==> config.mk <==
export PLATFORM = sky130hd
export DESIGN_NAME = instr_fetch
export DESIGN_NICKNAME = d
export VERILOG_FILES = /design/src/rtl/cpu_pkg.sv /design/src/rtl/instr_fetch.sv
export SDC_FILE = /design/constraint.sdc
export NUM_CORES = 1
export LEC_CHECK = 0
export BUFFER_PORTS_ARGS = -buffer_cell sky130_fd_sc_hd__buf_2
export CORE_MARGIN = 2
export CORE_UTILIZATION = 53
export CTS_BUF_LIST = sky130_fd_sc_hd__clkbuf_16
export CTS_CLUSTER_SIZE = 25
export DETAILED_ROUTE_END_ITERATION = 16
export HOLD_SLACK_MARGIN = 0.06
export MAX_ROUTING_LAYER = met4
export PLACE_DENSITY_LB_ADDON = 0.25
export SKIP_CTS_REPAIR_TIMING = 1
export SLEW_MARGIN = 20
export SYNTH_ARGS = -nofsm -noshare
export SYNTH_HDL_FRONTEND = slang
export SYNTH_SLANG_ARGS = --single-unit
==> constraint.sdc <==
create_clock -name clk -period 2.4 [get_ports clk]
set_input_delay 0.24 -clock clk [delete_from_list [all_inputs] [get_ports clk]]
set_output_delay 0.24 -clock clk [all_outputs]
set_load 0.05 [all_outputs]
==> src/rtl/cpu_pkg.sv <==
// Types and constants shared by the fetch stage and the instruction decoder.
package cpu_pkg;

  localparam int INSTR_W = 16;

  typedef enum logic [2:0] {
    IDLE  = 3'd0,
    FETCH = 3'd1,
    WAIT  = 3'd2,
    DROP  = 3'd3,
    HOLD  = 3'd4
  } fetch_state_e;

endpackage

==> src/rtl/instr_fetch.sv <==
// Instruction fetch stage: owns the PC, issues one outstanding 16-bit read at
// a time and holds the returned word for the decoder until consumed.
module instr_fetch
  import cpu_pkg::*;
#(
  parameter int                ADDR_W   = 15,
  parameter logic [ADDR_W-1:0] RESET_PC = {ADDR_W{1'b0}}
) (
  input  logic               clk,
  input  logic               rst_n,
  output logic               imem_req_valid,
  input  logic               imem_req_ready,
  output logic [ADDR_W-1:0]  imem_addr,
  input  logic               imem_rsp_valid,
  input  logic [INSTR_W-1:0] imem_rsp_data,
  output logic [INSTR_W-1:0] instr,
  output logic [ADDR_W-1:0]  instr_pc,
  output logic               instr_valid,
  input  logic               instr_ready,
  input  logic               redirect,
  input  logic [ADDR_W-1:0]  redirect_addr
);

  fetch_state_e       r_state;
  logic [ADDR_W-1:0]  r_fetch_pc;
  logic [INSTR_W-1:0] r_instr;
  logic [ADDR_W-1:0]  r_instr_pc;

  fetch_state_e       w_state;
  logic [ADDR_W-1:0]  w_fetch_pc;
  logic [INSTR_W-1:0] w_instr;
  logic [ADDR_W-1:0]  w_instr_pc;

  // State and datapath registers.
  always_ff @(posedge clk) begin
    if (!rst_n) begin
      r_state    <= IDLE;
      r_fetch_pc <= RESET_PC;
      r_instr    <= {INSTR_W{1'b0}};
      r_instr_pc <= {ADDR_W{1'b0}};
    end else begin
      r_state    <= w_state;
      r_fetch_pc <= w_fetch_pc;
      r_instr    <= w_instr;
      r_instr_pc <= w_instr_pc;
    end
  end

  // Next-state logic; a redirect always wins over capture or consumption.
  always_comb begin
    w_state    = r_state;
    w_fetch_pc = r_fetch_pc;
    w_instr    = r_instr;
    w_instr_pc = r_instr_pc;
    case (r_state)
      IDLE: begin
        w_state = FETCH;
      end
      FETCH: begin
        if (redirect) begin
          w_fetch_pc = redirect_addr;
          w_state    = imem_req_ready ? DROP : FETCH;
        end else if (imem_req_ready) begin
          w_state = WAIT;
        end else begin
          w_state = FETCH;
        end
      end
      WAIT: begin
        if (redirect) begin
          w_fetch_pc = redirect_addr;
          w_state    = imem_rsp_valid ? FETCH : DROP;
        end else if (imem_rsp_valid) begin
          w_instr    = imem_rsp_data;
          w_instr_pc = r_fetch_pc;
          w_fetch_pc = r_fetch_pc + {{(ADDR_W-1){1'b0}}, 1'b1};
          w_state    = HOLD;
        end else begin
          w_state = WAIT;
        end
      end
      DROP: begin
        if (redirect) begin
          w_fetch_pc = redirect_addr;
        end else begin
          w_fetch_pc = r_fetch_pc;
        end
        w_state = imem_rsp_valid ? FETCH : DROP;
      end
      HOLD: begin
        if (redirect) begin
          w_fetch_pc = redirect_addr;
          w_state    = FETCH;
        end else if (instr_ready) begin
          w_state = FETCH;
        end else begin
          w_state = HOLD;
        end
      end
      default: begin
        w_state = IDLE;
      end
    endcase
  end

  assign imem_req_valid = (r_state == FETCH);
  assign instr_valid    = (r_state == HOLD);
  assign imem_addr      = r_fetch_pc;
  assign instr          = r_instr;
  assign instr_pc       = r_instr_pc;

endmodule

=== Word-level counts from Yosys, hierarchy flattened ===
Index checks and enable logic that the tools add are counted.

* Bitwise gates (word level): 1
* Reductions and logical operators: 5
* Add/sub/neg operators: 1
* Mux-type cells: 13
* Equality and inequality tests: 6

{| class="wikitable"
|+ Operators by type and width
! cell !! number
|-
| 15-bit two-way mux || 3
|-
| 15-bit case mux with 2 select lines || 1
|-
| 15-bit by 1-bit adder with 15-bit output, second input constant || 1
|-
| 3-bit case mux with 5 select lines || 1
|-
| 3-bit two-way mux || 4
|-
| 2-bit two-way mux || 4
|-
| 3-bit by 2-bit equality test with 1-bit output, second input constant || 2
|-
| 3-bit AND reduction || 2
|-
| 3-bit by 1-bit equality test with 1-bit output, second input constant || 1
|-
| 3-bit equality test, second input constant || 1
|-
| 3-bit logical NOT || 1
|-
| 3-bit != test, second input constant || 1
|-
| 3-bit OR reduction || 1
|-
| 2-bit by 1-bit != test with 1-bit output, second input constant || 1
|-
| 2-bit nonzero test || 1
|-
| 1-bit NOT || 1
|}

* Output and inout bits: 48
* Word-level logic and storage cells: 30
* Register bits: 49
* Bits of input ports: 37

=== Depth between registers and ports, before layout ===
Gate-level depths: netlist (run 1).

* Depth after elaboration: 4
* Depth in mapped cells: 7
* Depth with buffers taken out: 5

=== Worst setup path after synthesis (run 1) ===
No wires, ideal clock.

* Path kind: reg-to-reg
* Start point: reg r_fetch_pc[0] (netlist: imem_addr[0])
* End point: reg r_fetch_pc[14] (netlist: imem_addr[14])
* Data required time: 2.283 ns
* Setup time: 0.117 ns
* Data arrival time: 1.866 ns
* Setup slack: 0.416 ns
* Cell stages (with the launch flop): 6
* Path buffers: 0
* Clock period less this slack: 1.984 ns
* Cells stage by stage: dfxtp_1 ha_1 nand3_1 nor4_1 o21ai_1 a32o_1

* Cells in the longest elaborated chain, start to end: 4

{| class="wikitable"
|+ Ends and longest elaborated chain
! item !! line !! RTL
|-
| start, declared || instr_fetch.sv:25 || <nowiki>logic [ADDR_W-1:0] r_fetch_pc;</nowiki>
|-
| start signal, assigned || instr_fetch.sv:43 || <nowiki>r_fetch_pc <= w_fetch_pc;</nowiki>
|-
| 15-bit by 1-bit adder with 15-bit output || instr_fetch.sv:76 || <nowiki>w_fetch_pc = r_fetch_pc + {{(ADDR_W-1){1'b0}}, 1'b1};</nowiki>
|-
| 15-bit two-way mux || instr_fetch.sv:73 || <nowiki>end else if (imem_rsp_valid) begin</nowiki>
|-
| 15-bit two-way mux || instr_fetch.sv:70 || <nowiki>if (redirect) begin</nowiki>
|-
| 15-bit case mux with 2 select lines || instr_fetch.sv:55 || <nowiki>case (r_state)</nowiki>
|}

Every way passes these cells. The select of a mux whose other input is x is not followed.
A chain may end at the register's enable or synchronous reset.

=== Worst setup path after layout (run 1) ===
* Start point: reg r_state[2]
* End point: out instr_valid

* Cells in the longest elaborated chain, start to end: 1

{| class="wikitable"
|+ Ends and longest elaborated chain
! item !! line !! RTL
|-
| start, declared || instr_fetch.sv:24 || <nowiki>fetch_state_e r_state;</nowiki>
|-
| start signal, assigned || instr_fetch.sv:42 || <nowiki>r_state <= w_state;</nowiki>
|-
| 3-bit equality test || instr_fetch.sv:107 || <nowiki>assign instr_valid = (r_state == HOLD);</nowiki>
|-
| end, declared || instr_fetch.sv:18 || <nowiki>output logic instr_valid,</nowiki>
|}

Every way passes these cells.

==> impl_metrics.prom, run 1 <==
# TYPE chip_impl_metric gauge
chip_impl_info{name="outcome",value="completed"} 1
chip_impl_info{name="cts_root_buffer",value="clkbuf_16"} 1
chip_impl_metric{name="syn-mean-instance-area",unit="µm²"} 7.99
chip_impl_metric{name="core_region_area",unit="mm²"} 0.00429
chip_impl_metric{name="power_frac_comb",unit="%"} 14.6
chip_impl_metric{name="ys_ff_latch",unit=""} 49
chip_impl_metric{name="number_of_nets_in_the_final_layout",unit=""} 402
chip_impl_metric{name="antenna_violating_nets_post_route",unit=""} 0
chip_impl_metric{name="cts-htree-levels",unit=""} 2
chip_impl_info{name="tritoncts",value="yes"} 1
chip_impl_metric{name="clk_skew",unit="ns"} 0.00699
chip_impl_metric{name="grt_max_degree",unit=""} 32
chip_impl_metric{name="fillers",unit=""} 367
chip_impl_info{name="crit_family",value="flip-flops"} 1
chip_impl_metric{name="first_iter_violations",unit=""} 198
chip_impl_metric{name="final_cell_count_no_fill",unit=""} 417
chip_impl_metric{name="layout_worst_path_cycle_share",unit="%"} 87.2
chip_impl_info{name="worstReg2RegStart",value="r_state[2]$_SDFF_PN0_"} 1
chip_impl_metric{name="cts_made_buffers",unit=""} 5
chip_impl_info{name="hold_ep",value="instr[10]$_SDFFE_PN0P_"} 1
chip_impl_metric{name="clkTransAtPathRegs",unit="ns"} 0.07
chip_impl_metric{name="final_hold_viol_count",unit=""} 0
chip_impl_metric{name="synth_enable_flop_cells",unit=""} 0
chip_impl_metric{name="hold_depth",unit=""} 3
chip_impl_metric{name="cellLeakagePower",unit="µW"} 0.00121
chip_impl_metric{name="routability_congestion",unit=""} 0.981
chip_impl_metric{name="post_drt_wl_per_cell",unit="µm"} 14.2
chip_impl_metric{name="dr_total_vias",unit=""} 2358
chip_impl_metric{name="synth_async_sr_flop_share",unit="%"} 0
chip_impl_metric{name="dieHeight",unit="µm"} 70.5
chip_impl_metric{name="dp.final_hpwl",unit="µm"} 4030
chip_impl_info{name="rsz0062_at_grt",value="false"} 1
chip_impl_metric{name="die-area",unit="mm²"} 0.00497
chip_impl_metric{name="yosys.cell_types.count",unit=""} 48
chip_impl_metric{name="floorplan.initialDensity",unit="%"} 54.5
chip_impl_metric{name="grt_pass1_wl",unit="µm"} 9690
chip_impl_metric{name="switching_share",unit="%"} 26.7
chip_impl_metric{name="antenna-diode-count",unit=""} 0
chip_impl_metric{name="setup_tns",unit="ns"} 0
chip_impl_metric{name="data_required_time_at_the_worst_endpoint",unit="ns"} 2.16
chip_impl_metric{name="layout-area-overhead-vs-synth",unit="%"} 25.2
chip_impl_info{name="cell_chain_critical_path",value="nor3b_4 -> buf_4 -> buf_2"} 1
chip_impl_metric{name="buffer_ports.inserted",unit=""} 84
chip_impl_metric{name="cts_num_sinks",unit=""} 49
chip_impl_metric{name="power.internal",unit="µW"} 1540
chip_impl_metric{name="timing.fmax",unit="MHz"} 478
chip_impl_metric{name="drcViolationCount",unit=""} 0
chip_impl_info{name="r2r_end",value="imem_addr[14]$_SDFFE_PN0P_"} 1
chip_impl_metric{name="number_of_global_route_vias_before_repair",unit=""} 2078
chip_impl_metric{name="finalCriticalPeriod",unit="ns"} 2.09
chip_impl_metric{name="gr-usage-all-layers",unit="%"} 24.6
chip_impl_metric{name="drive_above_1_share",unit="%"} 30.1
chip_impl_metric{name="drt-vias-per-instance",unit=""} 5.65
chip_impl_metric{name="power_density",unit="mW/mm²"} 718
chip_impl_metric{name="synth_sequential_area_ratio",unit="%"} 41.9
chip_impl_metric{name="maxCapViolCount",unit=""} 0
chip_impl_metric{name="vdd_drop_max",unit="V"} 0.000352
chip_impl_metric{name="post_synth_inst_count",unit=""} 293
chip_impl_metric{name="seqPwrFrac",unit="%"} 42.4
chip_impl_metric{name="first_pass_iteration_count_of_the_detailed_router",unit=""} 4
chip_impl_info{name="class_of_the_most_critical_setup_path",value="reg2out"} 1
chip_impl_metric{name="r2r_setup_slack",unit="ns"} 0.55
chip_impl_metric{name="finalSetupViolations",unit=""} 0
chip_impl_info{name="worstSetupStartpointType",value="flop"} 1
chip_impl_metric{name="worst-r2r-cell-count",unit=""} 5
chip_impl_metric{name="timing_worst_slew_pin_value",unit="ns"} 0.629
chip_impl_metric{name="cp.arrival",unit="ns"} 1.85
chip_impl_info{name="min-delay-start",value="imem_rsp_data[10]"} 1
chip_impl_metric{name="die_w",unit="µm"} 70.5
chip_impl_metric{name="std_cell_rows",unit=""} 24
chip_impl_metric{name="initial_antenna_violation_count",unit=""} 0
chip_impl_metric{name="postRouteWirelength",unit="µm"} 5930
chip_impl_metric{name="net-switching-power",unit="µW"} 561
chip_impl_info{name="most_instantiated_flip_flop_cell_in_the_synthesis_netlist",value="dfxtp_1"} 1
chip_impl_metric{name="placedCellCount",unit=""} 409
chip_impl_metric{name="final_slew_violations",unit=""} 0
chip_impl_metric{name="syn-num-nets",unit=""} 331
chip_impl_info{name="worstHoldPathType",value="in2reg"} 1
chip_impl_metric{name="cts_buffer_depth",unit=""} 2
chip_impl_metric{name="top_level_pins",unit=""} 85
chip_impl_metric{name="grt.overflow.total",unit=""} 0
chip_impl_metric{name="crit_fanout",unit=""} 12
chip_impl_metric{name="clock_insertion_delay_worst_skew",unit="ns"} 0.28
chip_impl_metric{name="p_clk_share",unit="%"} 42.9
chip_impl_metric{name="synthesis.area",unit="mm²"} 0.00234
chip_impl_metric{name="timing.critical_path.slowest_cell_delay",unit="ns"} 0.56
chip_impl_metric{name="yosys_warnings",unit=""} 0
chip_impl_info{name="critPathSlowestCell",value="dfxtp_1"} 1
chip_impl_info{name="crit_path_end_kind",value="primary output"} 1
chip_impl_metric{name="cp_num_buf_inv",unit=""} 2
chip_impl_metric{name="slew-limit-headroom",unit="%"} 58.0
==> cell families (layout without fill, tap and decap cells) <==
kind of cell / after synthesis / in the layout / share of synthesized area (%)
compound gates: 82 / 82 / 22.1
mux: 5 / 5 / 2.30
buf+inv: 30 / 102 / 6.36
fa+ha+maj: 1 / 1 / 0.534
flops: 49 / 49 / 41.9
simple gates: 126 / 126 / 26.8
==> power groups by stage <==
stage	Combinational, µW	Sequential [µW]	Clock, µW
2_1_floorplan	160	972	0
3_3_place_gp	304	908	0
3_5_place_dp	306	908	0
4_1_cts	307	890	920
5_1_grt	332	897	955
6_report	308	893	904
==> sequential cells by signal (all words and copies together), names as in the netlist <==
register   cells
instr         16
imem_addr     15
instr_pc      15
r_state        3
==> cells in the mapped netlist (all sizes together) (4+ instances only) <==
cell type	instances	share of area, %
a21oi	41	8.8
nand2	75	12
inv	4	0.64
o22ai	4	1.1
nor2	4	0.64
buf	9	3.0
nor4	12	3.2
nand4	6	1.6
nand3	6	1.3
nor3	4	1.1
o31a	6	2.2
clkbuf	17	2.7
o21ai	10	2.1
dfxtp	49	42
==> cell type report <==
class,instances,area [µm²],share of cell area [%]
flip-flops and latches,49,981,33.4
repair buffers,90,465,15.9
multi-input cells,214,1210,41.3
clock buffers,5,125,4.27
clock inverters,3,68.8,2.35
well taps,52,65.1,2.22
inverters,4,15.0,0.512
==> worst max path at each step <==
stage	startpoint	end	depth (start not counted)
2_1_floorplan	imem_addr[0]$_SDFFE_PN0P_	imem_addr[14]$_SDFFE_PN0P_	5
4_1_cts	r_state[2]$_SDFF_PN0_	instr_valid	3
3_5_place_dp	redirect	imem_addr[0]$_SDFFE_PN0P_	5
3_3_place_gp	redirect	imem_addr[0]$_SDFFE_PN0P_	5
5_1_grt	r_state[2]$_SDFF_PN0_	instr_valid	3
6_report	r_state[2]$_SDFF_PN0_	instr_valid	3
==> routing by layer <==
layer	GRT usage, %	vias up	share of wire (%)
met5	-	-	0
met1	33.4	1050	45
met2	36.4	102	46
li1	-	1197	-
met3	5.63	9	8.2
met4	8.12	0	1.4
==> layout by cell type (no fill, tap or decap), types with 6 or more instances in the layout <==
| cell | Yosys | routed |
|---|---|---|
| dfxtp_1 | 49 | 49 |
| nand4_1 | 6 | 6 |
| a21oi_1 | 41 | 41 |
| nor4_1 | 12 | 12 |
| o31a_1 | 6 | 6 |
| o21ai_0 | 9 | 9 |
| buf_4 | 0 | 6 |
| buf_2 | 5 | 84 |
| nand2_1 | 74 | 74 |
| nand3_1 | 6 | 6 |
==> worst min-delay path, cell delays in order <==
cell and delay [ns]:
buf_2 0.09, nand2_1 0.04, a21oi_1 0.05
==> metrics by stage <==
step	util [%]	total power (µW)	hold WS (ns)	setup slack, ns	instance area [µm²]
floorplan	-	1130	0.376	0.416	2340
global placement	63.8	1210	0.438	0.554	2740
detailed placement	63.8	1210	0.443	0.517	2740
CTS	68.3	2120	0.180	0.307	2930
global route	68.3	2180	0.187	0.217	2930
finish	68.3	2100	0.183	0.308	2930
(Power assumes the default switching activity.)
==> inputs of run 2 (changes only) <==
Settings changed: CELL_PAD_IN_SITES_DETAIL_PLACEMENT set to 1, CELL_PAD_IN_SITES_GLOBAL_PLACEMENT set to 1, CORE_UTILIZATION 53 to 38, SLEW_MARGIN 20 to unset.
==> run 2 against run 1 <==
Clock-buffer cell count did not move. Sequential cell count did not move. Largest cell class unchanged. Die area grew 37%.
==> impl_metrics.prom, run 2 (same netlist as run 1, synthesis figures left out) <==
# TYPE chip_impl_metric gauge
chip_impl_info{name="outcome",value="completed"} 1
chip_impl_metric{name="cts_made_buffers",unit=""} 5
chip_impl_metric{name="buffer_ports.inserted",unit=""} 84
chip_impl_metric{name="power.internal",unit="µW"} 1330
chip_impl_info{name="cts_root_buffer",value="clkbuf_16"} 1
chip_impl_metric{name="initial_antenna_violation_count",unit=""} 0
chip_impl_metric{name="die_w",unit="µm"} 82.5
chip_impl_info{name="rsz0062_at_grt",value="false"} 1
chip_impl_metric{name="drive_above_1_share",unit="%"} 30.2
chip_impl_metric{name="timing_worst_slew_pin_value",unit="ns"} 0.874
chip_impl_info{name="critical_path.startpoint",value="r_state[0]$_SDFF_PN0_"} 1
chip_impl_metric{name="power_frac_comb",unit="%"} 16.9
chip_impl_info{name="class_of_the_most_critical_setup_path",value="reg2reg"} 1
chip_impl_metric{name="std_cell_rows",unit=""} 28
chip_impl_info{name="grt_most_used_layer",value="met2"} 1
chip_impl_metric{name="power_density",unit="mW/mm²"} 651
chip_impl_metric{name="clkTransAtPathRegs",unit="ns"} 0.07
chip_impl_metric{name="cts-htree-levels",unit=""} 2
chip_impl_info{name="mostFrequentLayoutCell",value="buf_2"} 1
chip_impl_metric{name="number_of_nets_in_the_final_layout",unit=""} 404
chip_impl_metric{name="vdd_drop_max",unit="V"} 0.000276
chip_impl_metric{name="final_slew_violations",unit=""} 0
chip_impl_metric{name="antenna-diode-count",unit=""} 0
chip_impl_metric{name="r2r_setup_slack",unit="ns"} 0.26
chip_impl_metric{name="finalSetupViolations",unit=""} 0
chip_impl_metric{name="worst-r2r-cell-count",unit=""} 4
chip_impl_metric{name="drt-vias-per-instance",unit=""} 5.47
chip_impl_metric{name="number_of_global_route_vias_before_repair",unit=""} 2241
chip_impl_metric{name="clock_insertion_delay_worst_skew",unit="ns"} 0.29
chip_impl_metric{name="first_iter_violations",unit=""} 109
chip_impl_metric{name="drcViolationCount",unit=""} 0
chip_impl_metric{name="floorplan.initialDensity",unit="%"} 39.3
chip_impl_info{name="worstReg2RegStart",value="r_state[0]$_SDFF_PN0_"} 1
chip_impl_metric{name="dp.final_hpwl",unit="µm"} 4880
chip_impl_metric{name="grt_max_degree",unit=""} 33
chip_impl_metric{name="cts_num_sinks",unit=""} 49
chip_impl_metric{name="maxCapViolCount",unit=""} 0
chip_impl_metric{name="cellLeakagePower",unit="µW"} 0.00120
chip_impl_metric{name="gr-usage-met1",unit="%"} 26.7
chip_impl_info{name="tritoncts",value="yes"} 1
chip_impl_metric{name="first_pass_iteration_count_of_the_detailed_router",unit=""} 4
chip_impl_info{name="final_cell_mix",value="84 x buf_2, 74 x nand2_1, 49 x dfxtp_1"} 1
chip_impl_metric{name="placedCellCount",unit=""} 434
chip_impl_metric{name="seqPwrFrac",unit="%"} 46.8
chip_impl_metric{name="final_hold_viol_count",unit=""} 0
chip_impl_metric{name="dr_total_vias",unit=""} 2419
chip_impl_metric{name="data_required_time_at_the_worst_endpoint",unit="ns"} 2.58
chip_impl_metric{name="final_cell_count_no_fill",unit=""} 442
chip_impl_metric{name="die-area",unit="mm²"} 0.00681
chip_impl_metric{name="net-switching-power",unit="µW"} 575
chip_impl_metric{name="cts_buffer_depth",unit=""} 2
chip_impl_metric{name="routability_congestion",unit=""} 0.790
chip_impl_metric{name="grt_pass1_wl",unit="µm"} 10900
chip_impl_metric{name="antenna_violating_nets_post_route",unit=""} 0
chip_impl_metric{name="cp.arrival",unit="ns"} 2.31
chip_impl_metric{name="largest_register_ff_count",unit=""} 16
chip_impl_metric{name="timing.fmax",unit="MHz"} 468
chip_impl_metric{name="hold_depth",unit=""} 3
chip_impl_metric{name="clk_skew",unit="ns"} 0.00569
chip_impl_metric{name="layout-area-overhead-vs-synth",unit="%"} 24.9
chip_impl_metric{name="core_region_area",unit="mm²"} 0.00596
chip_impl_metric{name="layout_worst_path_cycle_share",unit="%"} 89.0
chip_impl_info{name="worstHoldPathType",value="in2reg"} 1
chip_impl_info{name="crit_path_end_kind",value="flop"} 1
chip_impl_metric{name="finalCriticalPeriod",unit="ns"} 2.14
chip_impl_metric{name="global_route.usage.met2",unit="%"} 35.1
chip_impl_metric{name="postRouteWirelength",unit="µm"} 6910
chip_impl_metric{name="dieHeight",unit="µm"} 82.5
chip_impl_metric{name="slew-limit-headroom",unit="%"} 41.4
chip_impl_metric{name="grt.overflow.total",unit=""} 0
chip_impl_metric{name="gr-usage-all-layers",unit="%"} 21.2
chip_impl_info{name="last_element_of_the_critical_path",value="imem_addr[6]$_SDFFE_PN0P_"} 1
chip_impl_info{name="worstSetupStartpointType",value="flop"} 1
chip_impl_metric{name="gr-usage-met3",unit="%"} 4.24
chip_impl_metric{name="setup_tns",unit="ns"} 0
chip_impl_info{name="r2r_end",value="imem_addr[6]$_SDFFE_PN0P_"} 1
chip_impl_metric{name="post_drt_wl_per_cell",unit="µm"} 15.6
chip_impl_metric{name="p_clk_share",unit="%"} 36.3
chip_impl_metric{name="crit_fanout",unit=""} 12
chip_impl_metric{name="switching_share",unit="%"} 30.2
chip_impl_metric{name="top_level_pins",unit=""} 85
[run 2: changes by cell type in the layout (fill, tap and decap cells not counted)]
cell       change
buf_4          +2
clkinv_4       +1
clkinv_2       +1
inv_6          -1
bufinv_16      -2
clkinv_1       +1
[run 2: critical path, stage by stage, from the launching register on]
cell and delay, ns:
dfxtp_1 0.56, nor3b_4 0.09, nor3_2 0.72, mux2_2 0.41, o221a_2 0.24
[run 2: layout make-up]
type                       instances  area (µm²)
inverter                           4        15.0
timing repair buffer              92         480
clock buffer                       5         125
multi-input combinational        214        1210
fill                             770        3030
sequential                        49         981
clock inverter                     3        17.5
tap                               75        93.8
[run 2: stage by stage]
stage               hold WS [ns]  setup WS (ns)  area, µm²  total power [µW]  utilization, %
floorplan                  0.376          0.416       2340              1130               -
global placement           0.438          0.330       2780              1230            46.7
detailed placement         0.443          0.310       2780              1230            46.7
CTS                        0.184          0.292       2930              1920            49.1
global route               0.189          0.194       2930              1990            49.1
finish                     0.184          0.265       2930              1910            49.1
[run 2: power groups by stage]
| stage | combinational (µW) | sequential (µW) | clock, µW |
|---|---|---|---|
| finish | 322 | 891 | 692 |
| global placement | 318 | 908 | 0 |
| detailed placement | 323 | 909 | 0 |
| floorplan | 160 | 972 | 0 |
| CTS | 323 | 891 | 706 |
| global route | 346 | 899 | 740 |
[run 2: worst min path at each step]
stage	from	to	slack [ns]
4_1_cts	imem_rsp_data[5]	instr[5]$_SDFFE_PN0P_	0.18
6_report	imem_rsp_data[6]	instr[6]$_SDFFE_PN0P_	0.18
3_5_place_dp	instr_pc[4]$_SDFFE_PN0P_	instr_pc[4]$_SDFFE_PN0P_	0.44
5_1_grt	imem_rsp_data[9]	instr[9]$_SDFFE_PN0P_	0.19
3_3_place_gp	instr[9]$_SDFFE_PN0P_	instr[9]$_SDFFE_PN0P_	0.44
2_1_floorplan	imem_rsp_data[0]	instr[0]$_SDFFE_PN0P_	0.38
[run 2: metal layers]
metal / vias up / wire length [µm]
met5: - / 0
met4: 0 / 65
met3: 6 / 397
met2: 68 / 3310
met1: 1142 / 3140
li1: 1203 / -
